$ cat src/rtl/mmio_irq_timer_pkg.sv
// Shared definitions for the mmio_irq_timer peripheral: register offsets,
// PEND/CTRL bit positions and the address-to-register decode.
package mmio_irq_timer_pkg;

  localparam logic [4:0] PEND_OFS  = 5'h00;
  localparam logic [4:0] MASK_OFS  = 5'h04;
  localparam logic [4:0] LOAD_OFS  = 5'h08;
  localparam logic [4:0] COUNT_OFS = 5'h0C;
  localparam logic [4:0] CTRL_OFS  = 5'h10;
  localparam logic [4:0] SWI_OFS   = 5'h14;

  localparam int IRQ_TIMER = 6;
  localparam int IRQ_SW    = 7;
  localparam int CTRL_EN   = 0;
  localparam int CTRL_AUTO = 1;

  typedef enum logic [2:0] {
    SEL_PEND,
    SEL_MASK,
    SEL_LOAD,
    SEL_COUNT,
    SEL_CTRL,
    SEL_SWI,
    SEL_NONE
  } reg_sel_e;

  typedef struct packed {
    logic pend;
    logic mask;
    logic load;
    logic ctrl;
    logic swi;
  } wr_strb_t;

  // Byte-lane bits [1:0] are ignored; 0x18/0x1C fall through to SEL_NONE.
  function automatic reg_sel_e ofs_to_sel(input logic [4:0] ofs);
    logic [4:0] word_ofs;
    word_ofs = {ofs[4:2], 2'b00};
    case (word_ofs)
      PEND_OFS:  return SEL_PEND;
      MASK_OFS:  return SEL_MASK;
      LOAD_OFS:  return SEL_LOAD;
      COUNT_OFS: return SEL_COUNT;
      CTRL_OFS:  return SEL_CTRL;
      SWI_OFS:   return SEL_SWI;
      default:   return SEL_NONE;
    endcase
  endfunction

endpackage

$ cat src/rtl/mmio_irq_timer_edge_detect.sv
// Rising-edge detector for the external request lines: one-cycle pulse
// when a line is high now and was low on the previous clock.
module irq_edge_detect #(
  parameter int WIDTH = 6
) (
  input  logic             clk,
  input  logic             reset,
  input  logic [WIDTH-1:0] level_i,
  output logic [WIDTH-1:0] rise_o
);

  logic [WIDTH-1:0] prev_q;

  always_ff @(posedge clk) begin
    if (reset) begin
      prev_q <= '0;
    end else begin
      prev_q <= level_i;
    end
  end

  assign rise_o = level_i & ~prev_q;

endmodule

$ cat src/rtl/mmio_irq_timer.sv
// Memory-mapped interrupt controller with an interval timer: latches external,
// timer and software requests as pending, masks them and drives interrupts.
module mmio_irq_timer
  import mmio_irq_timer_pkg::*;
#(
  parameter logic [31:0] BASE_ADDR = 32'h0000_FF00,
  parameter int          NUM_EXT   = 6
) (
  input  logic               clk,
  input  logic               reset,
  input  logic               memwrite,
  input  logic               memread,
  input  logic [31:0]        dataadr,
  input  logic [31:0]        writedata,
  input  logic [NUM_EXT-1:0] ext_irq,
  output logic [31:0]        readdata,
  output logic [7:0]         interrupts
);

  logic        hit;
  reg_sel_e    sel;
  wr_strb_t    wr;
  logic        rd_en;
  logic        unused_adr;

  logic [7:0]  pend_q, pend_d;
  logic [7:0]  mask_q, mask_d;
  logic [31:0] load_q, load_d;
  logic [31:0] count_q, count_d;
  logic [1:0]  ctrl_q, ctrl_d;
  logic [31:0] readdata_q, readdata_d;
  logic [7:0]  irq_q, irq_d;

  logic [NUM_EXT-1:0] ext_rise;
  logic [5:0]         ext_set;
  logic               tick;
  logic               expire;
  logic [7:0]         set_vec;
  logic [7:0]         clr_vec;

  assign unused_adr = ^dataadr[1:0];

  // ---------------------------------------------------------------- decode
  assign hit   = (dataadr[31:5] == BASE_ADDR[31:5]);
  assign sel   = ofs_to_sel(dataadr[4:0]);
  assign rd_en = memread & hit;

  always_comb begin
    wr = '0;
    if (memwrite && hit) begin
      case (sel)
        SEL_PEND: wr.pend = 1'b1;
        SEL_MASK: wr.mask = 1'b1;
        SEL_LOAD: wr.load = 1'b1;
        SEL_CTRL: wr.ctrl = 1'b1;
        SEL_SWI:  wr.swi  = 1'b1;
        default:  wr      = '0;
      endcase
    end
  end

  // --------------------------------------------------------- ext requests
  irq_edge_detect #(
    .WIDTH (NUM_EXT)
  ) u_edge (
    .clk     (clk),
    .reset   (reset),
    .level_i (ext_irq),
    .rise_o  (ext_rise)
  );

  assign ext_set = 6'(ext_rise);

  // ---------------------------------------------------------------- timer
  assign tick   = ctrl_q[CTRL_EN] && (count_q != 32'd0);
  assign expire = tick && (count_q == 32'd1);

  always_comb begin
    count_d = count_q;
    ctrl_d  = ctrl_q;
    if (expire) begin
      if (ctrl_q[CTRL_AUTO] && (load_q != 32'd0)) begin
        count_d = load_q;
      end else begin
        count_d         = 32'd0;
        ctrl_d[CTRL_EN] = 1'b0;
      end
    end else if (tick) begin
      count_d = count_q - 32'd1;
    end
    // Software writes are applied last so they override the timer's own update.
    if (wr.load) begin
      count_d = writedata;
    end
    if (wr.ctrl) begin
      ctrl_d = writedata[1:0];
    end
  end

  // ------------------------------------------------------ register file
  always_comb begin
    set_vec            = {2'b00, ext_set};
    set_vec[IRQ_TIMER] = expire;
    set_vec[IRQ_SW]    = wr.swi & writedata[0];
    clr_vec            = wr.pend ? writedata[7:0] : 8'h00;
    // New requests beat a simultaneous W1C so no event is lost.
    pend_d             = (pend_q & ~clr_vec) | set_vec;
  end

  always_comb begin
    mask_d = mask_q;
    load_d = load_q;
    if (wr.mask) begin
      mask_d = writedata[7:0];
    end
    if (wr.load) begin
      load_d = writedata;
    end
  end

  assign irq_d = pend_q & mask_q;

  // Reads always see the register contents from before this cycle's write.
  always_comb begin
    readdata_d = 32'd0;
    if (rd_en) begin
      case (sel)
        SEL_PEND:  readdata_d = {24'd0, pend_q};
        SEL_MASK:  readdata_d = {24'd0, mask_q};
        SEL_LOAD:  readdata_d = load_q;
        SEL_COUNT: readdata_d = count_q;
        SEL_CTRL:  readdata_d = {30'd0, ctrl_q};
        default:   readdata_d = 32'd0;
      endcase
    end
  end

  always_ff @(posedge clk) begin
    if (reset) begin
      pend_q     <= 8'h00;
      mask_q     <= 8'h00;
      load_q     <= 32'd0;
      count_q    <= 32'd0;
      ctrl_q     <= 2'b00;
      readdata_q <= 32'd0;
      irq_q      <= 8'h00;
    end else begin
      pend_q     <= pend_d;
      mask_q     <= mask_d;
      load_q     <= load_d;
      count_q    <= count_d;
      ctrl_q     <= ctrl_d;
      readdata_q <= readdata_d;
      irq_q      <= irq_d;
    end
  end

  assign readdata   = readdata_q;
  assign interrupts = irq_q;

endmodule

$ cat config.mk
export PLATFORM = sky130hd
export DESIGN_NAME = mmio_irq_timer
export DESIGN_NICKNAME = d
export VERILOG_FILES = /design/src/rtl/mmio_irq_timer_pkg.sv /design/src/rtl/mmio_irq_timer_edge_detect.sv /design/src/rtl/mmio_irq_timer.sv
export SDC_FILE = /design/constraint.sdc
export NUM_CORES = 1
export LEC_CHECK = 0
export CORE_ASPECT_RATIO = 0.9
export CORE_MARGIN = 10
export CORE_UTILIZATION = 52
export CTS_CLUSTER_SIZE = 12
export DETAILED_ROUTE_END_ITERATION = 6
export GPL_ROUTABILITY_DRIVEN = 1
export GPL_TIMING_DRIVEN = 0
export HOLD_SLACK_MARGIN = 0.15
export PLACE_DENSITY_LB_ADDON = 0.08
export SLEW_MARGIN = 0
export SYNTH_ARGS = -nofsm -noshare
export SYNTH_HDL_FRONTEND = slang
export SYNTH_HIERARCHICAL = 1
export SYNTH_SLANG_ARGS = --single-unit
$ cat constraint.sdc
create_clock -name clk -period 2.8 [get_ports clk]
set_input_delay 0.56 -clock clk [delete_from_list [all_inputs] [get_ports clk]]
set_output_delay 0.56 -clock clk [all_outputs]
set_load 0.005 [all_outputs]
== Word level (Yosys, flattened, before mapping) ==
Cells that the tools add are included.

* Bits of input ports: 74
* Bits in registers: 128
* Output and inout bits: 40

* Multiplexer cells: 16
* Reductions and logical operators: 12
* Add/subtract/negate cells: 1
* Equal/unequal tests: 13
* Bitwise gates (word level): 9

{| class="wikitable"
|+ Operator list
! operator !! number
|-
| one-hot mux 32 bit (5 select lines) || 1
|-
| 2-to-1 mux 32 bit || 4
|-
| nonzero test 32 bit || 2
|-
| equality test 32 x 1 -> 1 bit (second input constant) || 1
|-
| subtractor 32 x 1 -> 32 bit (second input constant) || 1
|-
| equality test 27 x 11 -> 1 bit (second input constant) || 1
|-
| one-hot mux 3 bit (6 select lines) || 1
|-
| bitwise AND 8 bit || 2
|-
| equality test 3 x 2 -> 1 bit (second input constant) || 4
|-
| equality test 3 bit (second input constant) || 4
|-
| 2-to-1 mux 1 bit || 8
|-
| 2-to-1 mux 8 bit || 1
|-
| inverter 8 bit || 1
|-
| OR 8 bit || 1
|-
| bitwise AND 6 bit || 1
|-
| equality test 3 x 1 -> 1 bit (second input constant) || 2
|-
| logical NOT 3 bit || 2
|-
| inverter 6 bit || 1
|-
| 2-to-1 mux 5 bit || 1
|-
| logical AND 1 bit || 4
|-
| nonzero test 3 bit || 1
|-
| bitwise AND 1 bit || 2
|-
| != test 2 bit (second input constant) || 1
|-
| AND reduction 2 bit || 1
|-
| other kinds (3) || 3
|}

== Longest topological paths before layout ==
Gate-level depths: netlist (run 1).

* Depth after elaboration: 9
* Depth in mapped cells: 10
* Depth with buffers taken out: 8

== Modules after synthesis ==
The synthesis (run 1) kept the hierarchy.

{| class="wikitable"
|+ Modules (own cells, without submodules)
! module !! area each (µm²) !! cells an instance !! instances
|-
| mmio_irq_timer || 5853.1 || 689 || 1
|-
| irq_edge_detect || 195.2 || 18 || 1
|}

== Least setup slack after synthesis (run 1) ==
No wires, ideal clock.

* Kind: input to register
* From: in dataadr[18]
* To: reg mask_q[0]
* Setup time: 128 ps
* Setup slack: 356 ps
* Stages on the path: 8
* Arrival time: 2316 ps
* Path through: nor4b_1 -> and4_1 -> clkbuf_1 -> nand4_1 -> or3b_2 -> clkbuf_1 -> mux2i_1 -> nor2_1

* Word-level cells in the longest chain between the ends: 3

{| class="wikitable"
|+ RTL lines
! item !! line !! source
|-
| from (decl) || mmio_irq_timer.sv:13 || <nowiki>input logic [31:0] dataadr,</nowiki>
|-
| equality test 27 x 11 -> 1 bit || mmio_irq_timer.sv:44 || <nowiki>assign hit = (dataadr[31:5] == BASE_ADDR[31:5]);</nowiki>
|-
| logical AND 1 bit || mmio_irq_timer.sv:50 || <nowiki>if (memwrite && hit) begin</nowiki>
|-
| 2-to-1 mux 5 bit || mmio_irq_timer.sv:50 ||
|-
| to (signal assigned) || mmio_irq_timer.sv:149 || <nowiki>mask_q <= mask_d;</nowiki>
|-
| to (decl) || mmio_irq_timer.sv:27 || <nowiki>logic [7:0] mask_q, mask_d;</nowiki>
|}

No other way between the ends.
A chain may end at the register's enable or synchronous reset.

== Final worst setup path (run 1) ==
* From: reg count_q[9]
* To: reg count_q[2]

* Word-level cells in the longest chain between the ends: 5
* Elaborated cells between the ends (all ways): 7
* Classes of those cells: eq/ne (1); mux (2); reduce/logical (4)

{| class="wikitable"
|+ RTL lines
! item !! line !! source
|-
| from (decl) || mmio_irq_timer.sv:29 || <nowiki>logic [31:0] count_q, count_d;</nowiki>
|-
| from (signal assigned) || mmio_irq_timer.sv:151 || <nowiki>count_q <= count_d;</nowiki>
|-
| nonzero test 32 bit || mmio_irq_timer.sv:75 || <nowiki>assign tick = ctrl_q[CTRL_EN] && (count_q != 32'd0);</nowiki>
|-
| logical AND 1 bit || mmio_irq_timer.sv:75 ||
|-
| logical AND 1 bit || mmio_irq_timer.sv:76 || <nowiki>assign expire = tick && (count_q == 32'd1);</nowiki>
|-
| 2-to-1 mux 32 bit || mmio_irq_timer.sv:81 || <nowiki>if (expire) begin</nowiki>
|-
| 2-to-1 mux 32 bit || mmio_irq_timer.sv:92 || <nowiki>if (wr.load) begin</nowiki>
|}

Several ways; a longest one is shown, not always the timed one.

==> results.md, run 1 <==
- Status: complete, no violations
- Final setup viols: 0
- Reg-to-reg slack, setup: 0.03 ns
- Met1 usage: between 30 and 40%
- WS Path Type: flop to flop
- Crit end category: flop
- Die width: approximately 130 um
- Clock Skew: roughly 0.012 ns
- Antenna cells: 0
- RePlAce Congestion: around 0.96
- ANT nets after route: 0
- Num CTS Buffers: 17
- Via/cell ratio: around 6.4
- Most used routing layer: met2
- HP Class: flop to flop
- Initial Utilization: between 50 and 60%
- Pint: between 0.003 and 0.004 W
- Drt first-iter violations: 857
- CP arrival: 3.15 ns
- Met2 Use GR: between 40 and 50%
- Critical Path RT: 3.17 ns
- Reg2Reg Depth: 9
- Clock buffer depth: 2
- DR pass1 iterations: 6
- Clock Latency Late Sink: between 0.4 and 0.5 ns
- Sw Pwr: ~0.00094 W
- Sequential-to-total area share from yosys stat: between 40% and 50%
- Synth top area cells: dfxtp_1 (42%), nand2_1 (5.0%), a21oi_1 (4.5%)
- Register share of total power: 40.8%
- Fraction of layout cells with a size suffix above 1: between 10% and 20%
- HPWL Detailed: 15.6 mm
- DP Cell Count: roughly 1000
- Cells after Synth: 707
- First-pass GRT wire length: between 30 and 40 mm
- Clock power share: between 50% and 60%
- Cell variety after synth: between 60 and 70
- Top FF cell, synth: dfxtp_1
- Switching Share: between 20% and 30%
- Final wirelength: about 23 mm
- Hold Startpoint: load_q[25]
- Cell Pwr Density: 549 mW/mm2
- Min-Delay Path Depth: 2
- Peak VDD IR: approximately 460 uV
- CTS tree: yes
- Yosys warning total: 6
- Syn avg cell area: between 8 and 9 um2
- Ports: around 110
- Port Buffers: 110
- Reg-to-Reg Start: count_q[9]
- Initial antenna violation count: 0
- Core area: 0.0114 mm2
- Row Count: 37
- Drt drc: 0
- MaxCap Viol Count: 0
- CP max FO: 10
- Worst r2r dst: count_q[2]
- Mapped Area: around 0.0060 mm2
- Hold Buf Count CTS: 0
- Number of global-route vias before repair: about 6500
- Synthesized Nets: ~800
- GRT overflow: 0
- H-tree levels: 4
- Met3 Resource Use GR: 11.0%
- Synth area leader: dfxtp_1
- Nets: a little over 900
- Routed wire per std cell: approximately 22 um
- Combinational fraction of design power: under 10%
- GRT Overall Usage: a little over a quarter
- Startpoint Class: flop
- Minimum clock period: ~2.8 ns
- Slew headroom: between 40% and 50%
- Root buffer selected by CTS: clkbuf_16
- Post-layout util: 72.1%
- Largest net degree at the start of global routing: 17
- CTS Sinks: around 130
- Final instance area: 0.00821 mm2
- Hold Path Sink: load_q[25]
- Fin crit share: approximately 99%
- Die height: 122 um
- RSZ-0062 raised after global routing: yes
- Finished Layout Cells: 1019
- Area grow syn2layout: 35.7%
- Clk pin slew, worst setup/hold paths: ~0.060 ns
- Pleak: approximately 3.0 nW
- Final hold violation count: 0
- Final number of max-transition violations: 0
- Asr flop ratio synth: 0%
- Seq cells post-synth: approximately 130
- Via Count: 6500
- Share of the synthesized area in the top cell type: between 40% and 50%
- Worst slew pin tran: ~0.85 ns
- Post-Place Cell Area: ~0.0073 mm2
- Highest clock rate: roughly 360 MHz
- DIE AREA: roughly 0.016 mm2
- Post-synth EDFFs: 0
[state kept, by name, summed over array words and instances, names as in the netlist]
register       cells
count_q           32
load_q            32
readdata          32
interrupts         8
mask_q             8
pend_q             8
u_edge/prev_q      6
ctrl_q             2
[placed cells by master (no fill, tap or decap), types with 17 or more instances in the layout]
cell	Yosys	routed
buf_4	1	19
dfxtp_1	128	128
nor2_1	70	69
nand2_1	81	80
nor3_1	20	19
nor4_1	29	25
a21oi_1	54	54
clkbuf_16	0	17
clkbuf_1	43	36
clkdlybuf4s50_1	0	110
a22oi_1	27	27
[critical path: stages, from the launching register on]
cell	delay, ns
dfxtp_1	0.30
clkbuf_1	0.20
nor4_4	0.52
and4_1	0.31
and4_1	0.23
buf_2	0.27
buf_4	0.26
o21ai_0	0.17
o21ai_0	0.27
o211a_1	0.19
[layer usage]
metal	part of all wire (%)	up-vias
li1	-	2902
met1	40	3048
met2	44	476
met3	12	74
met4	3.1	0
met5	0	-
[synthesized netlist by cell type (all sizes together), types with 15 or more instances]
library cell,number
dfxtp,128
nand2,82
nor2,71
a21oi,54
clkbuf,43
nor4,31
a22oi,27
nor3,20
a211oi,17
and3,16
o21ai,15
[worst max-delay path by stage]
| stage | to | startpoint |
|---|---|---|
| global route | count_q[17] | count_q[2] |
| global placement | load_q[14] | dataadr[3] |
| detailed placement | load_q[12] | dataadr[3] |
| finish | count_q[2] | count_q[9] |
| floorplan | mask_q[0] | dataadr[18] |
| CTS | count_q[28] | count_q[1] |
[timing repair]
action,4_1_cts,5_1_grt
pin swaps,4,5
setup endpoints to repair,59,78
gates resized for setup,16,14
buffers inserted,6,11
[kinds of logic after synthesis]
group / synth area share [%]
adders and majority gates: 0.414
and+or+nand+nor: 25.5
xor gates and xnor gates: 2.61
buffers and inverters: 4.57
muxes: 4.63
DFF: 42.4
AOI/OAI and AO/OA: 19.9
[per-stage QoR]
step | total power [W] | TNS [ns] | setup WS, ns | hold slack (ns)
final | 0.00450 | 0 | 0.0267 | 0.485
after global routing | 0.00461 | -0.0575 | -0.0119 | 0.501
after CTS | 0.00450 | 0 | 0.00721 | 0.485
after detailed placement | 0.00209 | -43.36 | -0.869 | 0.478
after global placement | 0.00208 | -41.26 | -0.856 | 0.472
after floorplan | 0.00194 | 0 | 0.356 | 0.452
[power groups by stage]
stage,sequential [W],combinational [W],clock [W]
2_1_floorplan,0.00188,0.0000666,0
3_3_place_gp,0.00188,0.000205,0
3_5_place_dp,0.00188,0.000210,0
4_1_cts,0.00184,0.000212,0.00245
5_1_grt,0.00184,0.000230,0.00254
6_report,0.00184,0.000217,0.00245
[cell type report]
type / count / area (um2)
Buffer: 53 / 249
Clock buffer: 20 / 457
Clock inverter: 10 / 185
Fill cell: 910 / 3180
Inverter: 11 / 41.3
Multi-Input combinational cell: 514 / 3290
Sequential cell: 128 / 2560
Tap cell: 156 / 195
Timing Repair Buffer: 127 / 1230
No activity file was read; power rests on OpenSTA's default activity.
==> run 2, diff against run 1 <==
Settings changed: CTS_CLUSTER_SIZE 12 to 10.
==> results of run 2 <==
Final layout, timing and power as in run 1 (identical DEF).
==> run 3, diff against run 2 <==
Settings changed: CORE_UTILIZATION 52 to 56.
Clock period 2.8 ns to 3.5 ns, I/O delays scaled along.
==> results.md, run 3 (same netlist as run 1, synthesis figures left out) <==
- Status: complete, no violations
- DR pass1 iterations: 6
- Sw Pwr: approximately 0.00077 W
- Register share of total power: 43.3%
- DP Cell Count: around 950
- Pint: ~0.0026 W
- Root buffer selected by CTS: clkbuf_16
- First-pass GRT wire length: approximately 34 mm
- Post-CTS setup buffers: 0
- Critical Path RT: between 3 and 4 ns
- Clock Latency Late Sink: between 0.4 and 0.5 ns
- Combinational fraction of design power: 5.0%
- Via/cell ratio: about 6.5
- Row Count: 35
- Via Count: around 6400
- GRT Overall Usage: 28.0%
- WS Path Type: input port to flop
- Num CTS Buffers: 17
- Clock power share: 51.7%
- Initial antenna violation count: 0
- Drt first-iter violations: 849
- Largest net degree at the start of global routing: 17
- ANT nets after route: 0
- Clock Skew: ~0.0097 ns
- RePlAce Congestion: 0.994
- Drt drc: 0
- GRT overflow: 0
- Die height: 119 um
- Most frequent cells in the layout: dfxtp_1 (128), clkdlybuf4s50_1 (110), nand2_1 (81)
- DIE AREA: approximately 0.015 mm2
- RSZ-0062 raised after global routing: no
- Area grow syn2layout: 30.7%
- Number of global-route vias before repair: 6389
- Commonest non-fill, non-tap cell in the layout: dfxtp_1
- Worst slew pin tran: between 0.9 and 1 ns
- Nets: a little over 900
- Initial Utilization: approximately three fifths
- Routed wire per std cell: 22.5 um
- Hold Buf Count CTS: 0
- Ports: roughly 110
- Post-Place Cell Area: ~0.0073 mm2
- Switching Share: a little under a quarter
- Clock buffer depth: 2
- Finished Layout Cells: ~980
- Crit end category: flop
- HPWL Detailed: around 15 mm
- Setup TNS: 0 ns
- Highest clock rate: 300 MHz
- HP Class: flop to flop
- Final hold violation count: 0
- MaxCap Viol Count: 0
- Clk pin slew, worst setup/hold paths: roughly 0.06 ns
- H-tree levels: 4
- Final wirelength: approximately 22 mm
- Final setup viols: 0
- Antenna cells: 0
- Hold WS: 0.493 ns
- Minimum clock period: 3.33 ns
- Peak VDD IR: 346 uV
- Die width: 130 um
- Fin crit share: between 90% and 100%
- Core area: between 0.01 and 0.015 mm2
- Pleak: 2.84 nW
- CTS Sinks: 128
- Post-layout util: 76.2%
- CP arrival: between 3 and 4 ns
- Startpoint Class: input port
- CP max FO: 10
- Fraction of layout cells with a size suffix above 1: ~8.1%
- Final number of max-transition violations: 0
- Final instance area: around 0.008 mm2
- Port Buffers: between 100 and 150
- Filler cells: between 700 and 800
- Cell Pwr Density: 430 mW/mm2
- CTS tree: yes
- Slew headroom: 35.3%
[run 3: cell types whose count changed in the layout (fill, tap and decap cells not counted), moves of 2 or more]
cell and delta:
bufinv_16 -3, clkbuf_2 -3, inv_6 +2, buf_4 -18, clkbuf_1 +7, clkinvlp_4 +3, nor4_4 -2, nor4_1 +3
clkbuf_4 -2
[run 3: critical path, cell delays in order]
cell and delay (ns):
clkdlybuf4s50_1 0.53, nor3b_1 0.32, clkbuf_1 0.51, nand4_1 0.55
nand2_1 0.55, o211ai_1 0.17, a221oi_1 0.31
[run 3: per-layer routing]
| metal | up-vias | global-route usage, % | routed length, um |
|---|---|---|---|
| met4 | 0 | 12.3 | 825 |
| met1 | 2973 | 36.6 | 8720 |
| li1 | 2871 | - | - |
| met5 | - | 0 | 0 |
| met2 | 465 | 41.8 | 9430 |
| met3 | 81 | 8.49 | 2990 |
[run 3: repair_timing]
item                                   CTS  global route
endpoints found under the hold margin    0             0
cloned                                   0             0
setup endpoints to repair                9            15
resized for setup                        1             5
[run 3: final timing paths]
| path | startpoint | slack (ns) | end | cells after the start |
|---|---|---|---|---|
| worst min-delay path | mask_q[6] | 0.49 | interrupts[6] | 1 |
| worst max register to register | count_q[4] | 0.24 | count_q[27] | 8 |
| worst min register to register | mask_q[6] | 0.49 | interrupts[6] | 1 |
| worst max-delay path | dataadr[3] | 0.17 | count_q[30] | 7 |
[run 3: power by group through the flow]
| stage | Combinational [W] | Clock [W] | Sequential, W |
|---|---|---|---|
| final | 0.000172 | 0.00176 | 0.00147 |
| after global routing | 0.000180 | 0.00182 | 0.00147 |
| after CTS | 0.000168 | 0.00175 | 0.00147 |
| after detailed placement | 0.000167 | 0 | 0.00150 |
| after global placement | 0.000164 | 0 | 0.00150 |
| after floorplan | 0.0000533 | 0 | 0.00150 |
[run 3: cell type report]
cell class | count | area, um2 | share of cell area (%)
inverters | 11 | 41.3 | 0.522
plain buffers | 54 | 239 | 3.02
multi-input cells | 514 | 3220 | 40.7
clock inverters | 12 | 135 | 1.71
well taps | 129 | 161 | 2.04
repair buffers | 110 | 1100 | 13.9
clock buffers | 20 | 447 | 5.65
flip-flops and latches | 128 | 2560 | 32.4
[run 3: per-stage QoR]
stage / power (W) / worst slack [ns]
2_1_floorplan: 0.00155 / 0.916
3_3_place_gp: 0.00167 / -0.313
3_5_place_dp: 0.00167 / -0.410
4_1_cts: 0.00339 / 0.0210
5_1_grt: 0.00347 / 0.0667
6_report: 0.00340 / 0.170
